## src/rtl/camera_capture_window.sv

```systemverilog
// DVP capture front end: arms on shutter, syncs to vsync, captures a row window,
// packs bytes into OUT_W-bit words (first byte in [7:0]) and streams them over valid/ready.
// Ports: pclk/reset (sync, active-high); href, vsync, d from the sensor; shutter and
// cfg_* control; out_data/out_valid/out_ready stream; busy, frame_done, short_frame and
// overflow status.
module camera_capture_window #(
  parameter int unsigned LINE_BYTES = 1280,
  parameter int unsigned ROW_W      = 9,
  parameter int unsigned OUT_W      = 32
) (
  input  logic             pclk,
  input  logic             reset,
  input  logic             href,
  input  logic             vsync,
  input  logic [7:0]       d,
  input  logic             shutter,
  input  logic [ROW_W-1:0] cfg_row_first,
  input  logic [ROW_W-1:0] cfg_row_last,
  input  logic             cfg_continuous,
  output logic [OUT_W-1:0] out_data,
  output logic             out_valid,
  input  logic             out_ready,
  output logic             busy,
  output logic             frame_done,
  output logic             short_frame,
  output logic             overflow
);

  localparam int unsigned LANES  = OUT_W / 8;
  localparam int unsigned PACK_W = (LANES > 1) ? $clog2(LANES) : 1;
  localparam int unsigned BYTE_W = $clog2(LINE_BYTES + 1);

  typedef enum logic [1:0] {IDLE, ARMED, FRAME, DONE} state_t;

  state_t state, state_next;

  logic             href_q, vsync_q;
  logic [ROW_W-1:0] row, row_first, row_last;
  logic             continuous;
  logic [BYTE_W-1:0] byte_cnt;
  logic [PACK_W-1:0] pack_cnt;
  logic [OUT_W-1:0] pack;
  logic [OUT_W-1:0] word;
  logic             vsync_rise, href_fall, in_window, take_byte, word_done, accept, last_row_end;

  always_comb begin
    vsync_rise   = vsync & ~vsync_q;
    href_fall    = href_q & ~href;
    in_window    = (row >= row_first) && (row <= row_last);
    take_byte    = (state == FRAME) && href && in_window && (byte_cnt < BYTE_W'(LINE_BYTES));
    word_done    = take_byte && (pack_cnt == PACK_W'(LANES - 1));
    accept       = out_valid && out_ready;
    last_row_end = href_fall && (row == row_last);
    word = pack;
    for (int unsigned i = 0; i < LANES; i++) begin
      if (pack_cnt == PACK_W'(i)) word[i*8 +: 8] = d;
    end
  end

  always_comb begin
    state_next = state;
    busy       = 1'b0;
    frame_done = 1'b0;
    case (state)
      IDLE: begin
        if (shutter) state_next = ARMED;
      end
      ARMED: begin
        busy = 1'b1;
        if (vsync_rise) state_next = FRAME;
      end
      FRAME: begin
        busy = 1'b1;
        if (last_row_end || vsync_rise) state_next = DONE;
      end
      DONE: begin
        frame_done = 1'b1;
        state_next = (continuous && shutter) ? ARMED : IDLE;
      end
      default: state_next = IDLE;
    endcase
  end

  always_ff @(posedge pclk) begin
    if (reset) begin
      state       <= IDLE;
      href_q      <= 1'b0;
      vsync_q     <= 1'b0;
      row         <= '0;
      row_first   <= '0;
      row_last    <= '0;
      continuous  <= 1'b0;
      byte_cnt    <= '0;
      pack_cnt    <= '0;
      pack        <= '0;
      out_data    <= '0;
      out_valid   <= 1'b0;
      short_frame <= 1'b0;
      overflow    <= 1'b0;
    end else begin
      state   <= state_next;
      href_q  <= href;
      vsync_q <= vsync;

      if (state == IDLE && shutter) begin
        short_frame <= 1'b0;
        overflow    <= 1'b0;
        row_first   <= cfg_row_first;
        row_last    <= cfg_row_last;
        continuous  <= cfg_continuous;
      end

      if (state == ARMED && vsync_rise) begin
        row      <= '0;
        byte_cnt <= '0;
        pack_cnt <= '0;
      end

      if (state == FRAME) begin
        // A falling href also throws away any partial word in the pack register.
        if (href_fall) begin
          byte_cnt <= '0;
          pack_cnt <= '0;
          if (row != '1) row <= row + 1'b1;
        end else if (href && byte_cnt < BYTE_W'(LINE_BYTES)) begin
          byte_cnt <= byte_cnt + 1'b1;
        end
        if (take_byte) begin
          pack     <= word;
          pack_cnt <= word_done ? '0 : pack_cnt + 1'b1;
        end
        if (vsync_rise && !last_row_end) short_frame <= 1'b1;
      end

      // Completion on an accept edge refills the slot; completion against a stalled
      // slot is dropped and flagged.
      if (word_done) begin
        if (!out_valid || out_ready) begin
          out_data  <= word;
          out_valid <= 1'b1;
        end else begin
          overflow <= 1'b1;
        end
      end else if (accept) begin
        out_valid <= 1'b0;
      end
    end
  end

endmodule

```

## config.mk

```make
export PLATFORM = sky130hd
export DESIGN_NAME = camera_capture_window
export DESIGN_NICKNAME = d
export VERILOG_FILES = /design/src/rtl/camera_capture_window.sv
export SDC_FILE = /design/constraint.sdc
export NUM_CORES = 1
export LEC_CHECK = 0
export ABC_CLOCK_PERIOD_IN_PS = 3400
export CAP_MARGIN = 40
export CORE_ASPECT_RATIO = 1.25
export CORE_UTILIZATION = 51
export DETAILED_ROUTE_END_ITERATION = 10
export PLACE_DENSITY = 0.71
export SETUP_SLACK_MARGIN = 0.15
export SYNTH_ARGS = -nofsm -noshare
export SYNTH_HDL_FRONTEND = slang
export SYNTH_SLANG_ARGS = --single-unit
```

## constraint.sdc

```tcl
create_clock -name pclk -period 3.4 [get_ports pclk]
set_input_delay 0.85 -clock pclk [delete_from_list [all_inputs] [get_ports pclk]]
set_output_delay 0.85 -clock pclk [all_outputs]
set_load 0.02 [all_outputs]
```

# Yosys cells after proc, flatten, opt, wreduce, memory -nomap -nowiden
# Index checks and enable logic that the tools add are counted.
dict set report totals {
  inputBits 33
  output_inout_bits 37
  register_bits 112
}
dict set report classes {
  addsub 3
  n_mux 33
  order_cmp 3
  n_eq_ne 12
  n_bitwise 4
  n_reduce_logical 24
}
# cell count
set ops {}
lappend ops {{2-to-1 mux 11 bit} 4}
lappend ops {{2-to-1 mux 9 bit} 4}
lappend ops {{2-to-1 mux 8 bit} 4}
lappend ops {{2-to-1 mux 2 bit} 8}
lappend ops {{logical AND 1 bit} 12}
lappend ops {{2-to-1 mux 1 bit} 12}
lappend ops {{adder 11 x 1 -> 11 bit (second input constant)} 1}
lappend ops {{less-than comparator 11 bit (second input constant)} 1}
lappend ops {{adder 9 x 1 -> 9 bit (second input constant)} 1}
lappend ops {{equality test 9 bit} 1}
lappend ops {{>= comparator 9 bit} 1}
lappend ops {{less-or-equal comparator 9 bit} 1}
lappend ops {{!= test 9 bit (second input constant)} 1}
lappend ops {{equality test 2 bit (second input constant)} 4}
lappend ops {{one-hot mux 2 bit (4 select lines)} 1}
lappend ops {{!= test 2 bit (second input constant)} 3}
lappend ops {{AND reduction 2 bit} 3}
lappend ops {{equality test 2 x 1 -> 1 bit (second input constant)} 2}
lappend ops {{zero test 2 bit} 2}
lappend ops {{AND reduction 3 bit} 1}
lappend ops {{adder 2 x 1 -> 2 bit (second input constant)} 1}
lappend ops {{AND 1 bit} 2}
lappend ops {{zero test 1 bit} 2}
lappend ops {{logical OR 1 bit} 2}
lappend ops {{other kinds (4)} 5}

# Longest topological paths before layout
# Gate-level depths: netlist (run 1).
dict set report logic_depth {
  word_depth 8
  depth_mapped 12
}

# Least setup slack after synthesis (run 1)
# No wires, ideal clock.
dict set report synth_timing {
  path_kind {reg-to-reg}
  from {reg row[0]}
  to {reg row[7]}
  slack_ns 0.941
  t_arrival_ns 2.394
  path_buffers 1
  path_stages_with_launch 13
  setup_time_ns 0.065
  t_required_ns 3.335
  cell_sequence {dfxtp_1 ha_1 and3_1 and3_1 and3_1 ha_1 nand4bb_1 clkbuf_1 nor2_1 and3_1 nand3_1 mux2_1 nor2_1}
}
dict set report synth_between {
  elab_chain_cells 4
}
# element line
set synth_lines {}
lappend synth_lines {{start, declared} 38} ;# logic [ROW_W-1:0] row, row_first, row_last;
lappend synth_lines {{start signal, assigned} 124} ;# if (row != '1) row <= row + 1'b1;
lappend synth_lines {{adder 9 x 1 -> 9 bit / != test 9 bit (equally long branches)} 124}
lappend synth_lines {{2-to-1 mux 9 bit *} 124}
lappend synth_lines {{2-to-1 mux 9 bit *} 121} ;# if (href_fall) begin
lappend synth_lines {{2-to-1 mux 9 bit *} 119} ;# if (state == FRAME) begin
# Every way passes the cells marked *; elsewhere a longest branch is shown, timed or not.
# A chain may end at the register's enable or synchronous reset.

# Worst setup path after layout (run 1)
dict set report layout_timing {
  from {reg row[1]}
  to {reg row[7]}
}
# Same word-level chain as after synthesis.

==> results.toml, run 1 <==
[run_status]
status = "completed"

[drt]
first_iter_violations = 177
route.detailed.drc = 0
final_antenna_net_count = 0
viasPerCell = 5.731
firstDrtPassIters = 4
routed_wirelength_um = 13000
vias = 4436
wire_per_inst_um = 16.80

[logic_synthesis]
synthDominantAreaCellType = "dfxtp_1"
synth-xor-area-share_pct = 0.4707
netlist.area_leader.share_pct = 40.17
synth_edf_count = 0
synth-main-ff-cell = "dfxtp_1"
postSynthAreaPerCell_sq_um = 9.476
ys_top_cells_by_area = "dfxtp_1, mux2i_1, o41ai_2"
synth_fa_ha_area_share_pct = 6.725
async_reset_ff_share_pct = 0
synth_compound_area_share_pct = 20.31
netlist_area_sq_um = 5582
main_combinational_cell_family_by_area_after_synthesis = "compound AO/OA/AOI/OAI gates"
sequential_to_total_area_share_from_yosys_stat_pct = 40.17
ys_ff_latch = 112
synthSimpleGateAreaFrac_pct = 14.32
synth_cells = 589
synth_cell_types = 47
yosysWarnings = 0
synthesized_nets = 652
post_synth_mux_area_share_pct = 12.60

[cts]
cts_buffers = 9
insertion_delay_ns = 0.35
cts_tree = "done"
total_clock_sinks = 112
postCtsHoldBufs = 0
cts_max_path_buffers = 2
cts_max_level = 3
cts_post_setup_buffers_inserted = 0
clk_pin_slew_worst_paths_ns = 0.07
post_cts_resized = 0
cts-root-buf = "clkbuf_16"

[worst_setup_path]
worstSetupEndpointType = "flip-flop"
worstReg2RegStart = "row[1]$_SDFF_PP0_"
worst_ep_required_time_ns = 3.68
ff2ff_setup_slack_ns = 0.51
crit_path_start = "row[1]$_SDFF_PP0_"
arrival_ns = 3.17
timing.critical_path.from_type = "flip-flop"
cp_max_fo = 8
worstSetupPathType = "flip-flop to flip-flop"

[grt]
grt.overflow.total = 0
grt_start_max_net_pins = 69
antenna_violations_before_repair = 0
grt.total_usage_pct = 23.90
grt_first_pass_wirelength_um = 21110
grt_pass1_vias = 4328

[floorplan]
die_height_um = 119.0
die_area_sq_um = 11370
start_util_pct = 52.58
core_area_sq_um = 10620
rows = 42
die_width_um = 95.57
ioPinCount = 70

[layout]
final_nets = 700
layout_commonest_cell = "dfxtp_1"
multi_input_comb_area_sq_um = 3049
antennaDiodeCount = 0
register_area_sq_um = 2242
fillerInstances = 887
layout_common_cells = "dfxtp_1, nand2_1, mux2i_1, clkdlybuf4s50_1, a21oi_1"
summed_area_of_non_filler_cells_in_the_final_layout_sq_um = 6593
post_route_cells_drive_above_1_share_pct = 9.502
area_growth_syn_to_layout_pct = 18.11

[min_path]
hold_path_class = "flip-flop to flip-flop"
timing.hold.worst.start = "row_last[3]$_SDFFE_PP0P_"

[sta]
grt_setup_unrepaired = "no"
timing.final.max_slew_violations = 0
max_slew_margin_pct = 39.56
tightest_slew_ns = 0.9066
skew_ns = 0.01118
setup_viol = 0
maxClockFrequency_mhz = 346.2
final_hold_viol_count = 0
setup-tns-final_ns = 0
final_min_period_over_clock_period_pct = 84.95
period_needed_ns = 2.888

[placement]
port_buffers = 69
placedInstanceArea_sq_um = 6311
post-dp-hpwl_um = 8986
gpl.final_weighted_congestion = 0.8167

[pwr]
power_per_cell_area_nw_per_um2 = 497.3
worst_vdd_rail_ir_drop_uv = 326.1
power_switching_mw = 1.116
seq_power_share_pct = 43.2
total_power_mw = 3.279
pwr-share-comb_pct = 25.6
share_clk_of_total_power_pct = 31.1
power.leakage_nw = 2.436
sw_frac_of_total_pct = 34.03
internal-power_mw = 2.163

[job]
count_of_maximum_capacitance_violations = 0
-- final timing paths --
check | endpoint | cells after the start
worst min-delay path | row_last[3]$_SDFFE_PP0P_ | 2
worst min register to register | row_last[3]$_SDFFE_PP0P_ | 2
worst max-delay path | row[7]$_SDFF_PP0_ | 11
worst max register to register | row[7]$_SDFF_PP0_ | 11
-- cell usage after synthesis (3+ instances only) --
library cell,count
dfxtp_1,112
nand2_1,99
mux2i_1,68
a21oi_1,40
o211ai_1,32
ha_1,30
o41ai_2,28
nor2_1,26
clkbuf_1,25
inv_1,25
nand3_1,15
o21ai_0,12
buf_1,7
and3_1,6
buf_4,5
nor2b_1,5
buf_6,4
nand3b_1,4
o41ai_1,4
and2_1,3
nand2b_1,3
nand4_1,3
nor3b_1,3
-- power groups by stage --
stage	clock network, mW	registers (mW)	logic, mW
floorplan	0	1.44	0.611
global placement	0	1.45	0.813
detailed placement	0	1.45	0.845
CTS	1.04	1.42	0.850
global route	1.08	1.43	0.931
finish	1.02	1.42	0.840
-- area by class of cell --
class	count	share of cell area [%]
Multi-Input combinational cell	410	46.25
Sequential cell	112	34.01
Timing Repair Buffer	79	11.54
Clock buffer	11	3.682
Tap cell	132	2.505
Inverter	25	1.423
Clock inverter	5	0.5883
-- cells by family (layout without fill, tap and decap cells) --
| family | after synthesis | after routing |
|---|---|---|
| AO/OA/AOI/OAI | 132 | 132 |
| XOR/XNOR | 3 | 3 |
| adder cells (fa/ha/maj) | 30 | 30 |
| buffers and inverters | 67 | 120 |
| flip-flops | 112 | 112 |
| multiplexers | 70 | 70 |
| AND/OR/NAND/NOR | 175 | 175 |
-- stage by stage --
step | util (%) | hold slack [ns] | std cells | worst slack, ns
3_5_place_dp | 59.45 | 0.4498 | 758 | 0.3202
5_1_grt | 62.11 | 0.4751 | 774 | 0.3639
4_1_cts | 62.11 | 0.4596 | 774 | 0.5463
6_report | 62.11 | 0.4585 | 774 | 0.5119
2_1_floorplan | - | 0.4341 | 589 | 0.9412
3_3_place_gp | 59.45 | 0.4402 | 758 | 0.4168
-- layer usage --
metal	wire, um	track usage [%]	part of all wire (%)
met4	246	8.675	1.9
met5	0	0	0
met1	5594	28.59	43
met2	6847	42.41	53
met3	313	3.512	2.4
-- worst max-delay path, cell delays in order (launching register included) --
cell	delay [ns]
dfxtp_1	0.38
ha_1	0.24
and3_1	0.22
and3_1	0.22
and3_1	0.19
ha_1	0.19
nand4bb_1	0.43
nor2_1	0.23
and3_1	0.22
nand3_1	0.10
mux2_1	0.32
nor2_1	0.08
-- registers in the layout (all words and copies together), names as in the netlist --
signal and cells:
state 2, pack_cnt 2, row 9, continuous 1
short_frame 1, row_first 9, pack 32, href_q 1
overflow 1, byte_cnt 11, out_data 32, vsync_q 1
row_last 9, out_valid 1
No activity file was read; power rests on OpenSTA's default activity.
==> run 2, diff against run 1 <==
ABC_CLOCK_PERIOD_IN_PS = 2650   (was 3400)
CORE_UTILIZATION = 50   (was 51)
PLACE_DENSITY = 0.73   (was 0.71)
clock period = 2.65 ns   (was 3.4 ns; I/O delays follow)
==> results.toml, run 2 (synthesis gave the netlist of run 1 again) <==
[layout]
post_route_cells_drive_above_1_share_pct = 15.94
fillerInstances = 856
area_growth_syn_to_layout_pct = 26.68
layout_commonest_cell = "dfxtp_1"
register_area_sq_um = 2252
final_nets = 723
antennaDiodeCount = 0
multi_input_comb_area_sq_um = 3148
top_regs = "out_data x32, pack x32, byte_cnt x11"
layout_common_cells = "dfxtp_1, nand2_1, mux2i_1"

[drt]
wire_per_inst_um = 17.79
vias = 4705
route.detailed.drc = 0
firstDrtPassIters = 5
viasPerCell = 5.903
first_iter_violations = 191
routed_wirelength_um = 14180
final_antenna_net_count = 0

[sta]
tightest_slew_ns = 0.6853
final_hold_viol_count = 0
maxClockFrequency_mhz = 406.7
skew_ns = 0.01140
period_needed_ns = 2.459
final_min_period_over_clock_period_pct = 92.79
setup_viol = 0
grt_setup_unrepaired = "no"
setup-tns-final_ns = 0
timing.final.max_slew_violations = 0
max_slew_margin_pct = 54.24

[grt]
grt_first_pass_wirelength_um = 21720
grt_start_max_net_pins = 46
grt.total_usage_pct = 24.45
grt_pass1_vias = 4555
grt.overflow.total = 0
antenna_violations_before_repair = 0

[cts]
cts_tree = "done"
cts_max_level = 3
total_clock_sinks = 112
postCtsHoldBufs = 0
insertion_delay_ns = 0.35
cts-root-buf = "clkbuf_16"
cts_max_path_buffers = 2
clk_pin_slew_worst_paths_ns = 0.07
cts_buffers = 9

[worst_setup_path]
arrival_ns = 2.67
cp_top_family = "simple AND/OR/NAND/NOR gates"
worstSetupEndpointType = "flip-flop"
path_cells = "ha_4 > nand4_1 > or3_4 > a31oi_4 > nand4_4 > buf_12 > clkbuf_16 > o211ai_1 > o41ai_1"
cp_max_fo = 16
ff2ff_path_depth = 9
crit_path_top_delay_cell = "dfxtp_1"
cp.buffers_inverters = 2
worstSetupPathType = "flip-flop to flip-flop"
cp_slowest_stage_delay_ns = 0.39
worst_ep_required_time_ns = 2.86
timing.critical_path.from_type = "flip-flop"
timing.critical_path.depth = 9

[floorplan]
die_width_um = 96.50
die_height_um = 120.1
die_area_sq_um = 11590
core_area_sq_um = 10720
ioPinCount = 70
start_util_pct = 52.07
rows = 42

[run_status]
status = "completed"

[pwr]
total_power_mw = 4.536
worst_vdd_rail_ir_drop_uv = 323.8
power.leakage_nw = 2.662
power_per_cell_area_nw_per_um2 = 641.5
pwr-share-comb_pct = 28.9
internal-power_mw = 3.042
sw_frac_of_total_pct = 32.93
share_clk_of_total_power_pct = 31.0
power_switching_mw = 1.494
seq_power_share_pct = 40.1

[placement]
port_buffers = 69
gpl.final_weighted_congestion = 0.8378
post-dp-hpwl_um = 9214

[min_path]
holdPathStages = 2
hold_path_class = "flip-flop to flip-flop"

[job]
count_of_maximum_capacitance_violations = 0
[run 2: worst paths after layout]
path	from	endpoint	slack, ns
min	row_last[7]$_SDFFE_PP0P_	row_last[7]$_SDFFE_PP0P_	0.46
min reg2reg	row_last[7]$_SDFFE_PP0P_	row_last[7]$_SDFFE_PP0P_	0.46
max	row[7]$_SDFF_PP0_	out_data[27]$_SDFFE_PP0P_	0.19
max reg2reg	row[7]$_SDFF_PP0_	out_data[27]$_SDFFE_PP0P_	0.19
[run 2: timing repair]
item / in CTS / in global routing
resized for setup: 0 / 30
endpoints found under the setup margin: 4 / 68
setup buffers: 2 / 7
pin swaps: 3 / 8
cloned: 0 / 4
[run 2: final cells by class]
cell class	instances	share of cell area, %
multi-input cells	410	44.52
flip-flops and latches	112	31.85
repair buffers	102	15.55
clock buffers	10	3.380
well taps	132	2.336
inverters	25	1.327
clock inverters	6	1.026
[run 2: power by group through the flow]
stage                     Clock [mW]  Combinational (mW)  Sequential (mW)
after floorplan                    0               0.784             1.85
after global placement             0                1.11             1.85
after detailed placement           0                1.15             1.86
after CTS                       1.43                1.16             1.82
after global routing            1.50                1.43             1.83
final                           1.41                1.31             1.82
[run 2: per-layer routing]
metal	track usage (%)	part of all wire, %	vias up
li1	-	-	2256
met1	28.69	40	2292
met2	42.56	53	130
met3	4.309	4.4	27
met4	10.66	2.4	0
met5	0	0	-
[run 2: stage by stage]
stage | area [sq um] | std cells | setup WS, ns | hold slack (ns) | utilization [%]
finish | 7071 | 797 | 0.1912 | 0.4597 | 65.95
global route | 7071 | 797 | 0.1157 | 0.4781 | 65.95
CTS | 6763 | 786 | 0.1409 | 0.4613 | 63.08
detailed placement | 6436 | 768 | 0.08571 | 0.4489 | 60.04
global placement | 6436 | 768 | 0.09880 | 0.4415 | 60.04
floorplan | 5582 | 589 | 0.1912 | 0.4341 | -
[run 2: worst min-delay path, cell delays in order, from the launching register on]
cell,delay [ns]
dfxtp_2,0.32
nand2_1,0.05
a21oi_1,0.06
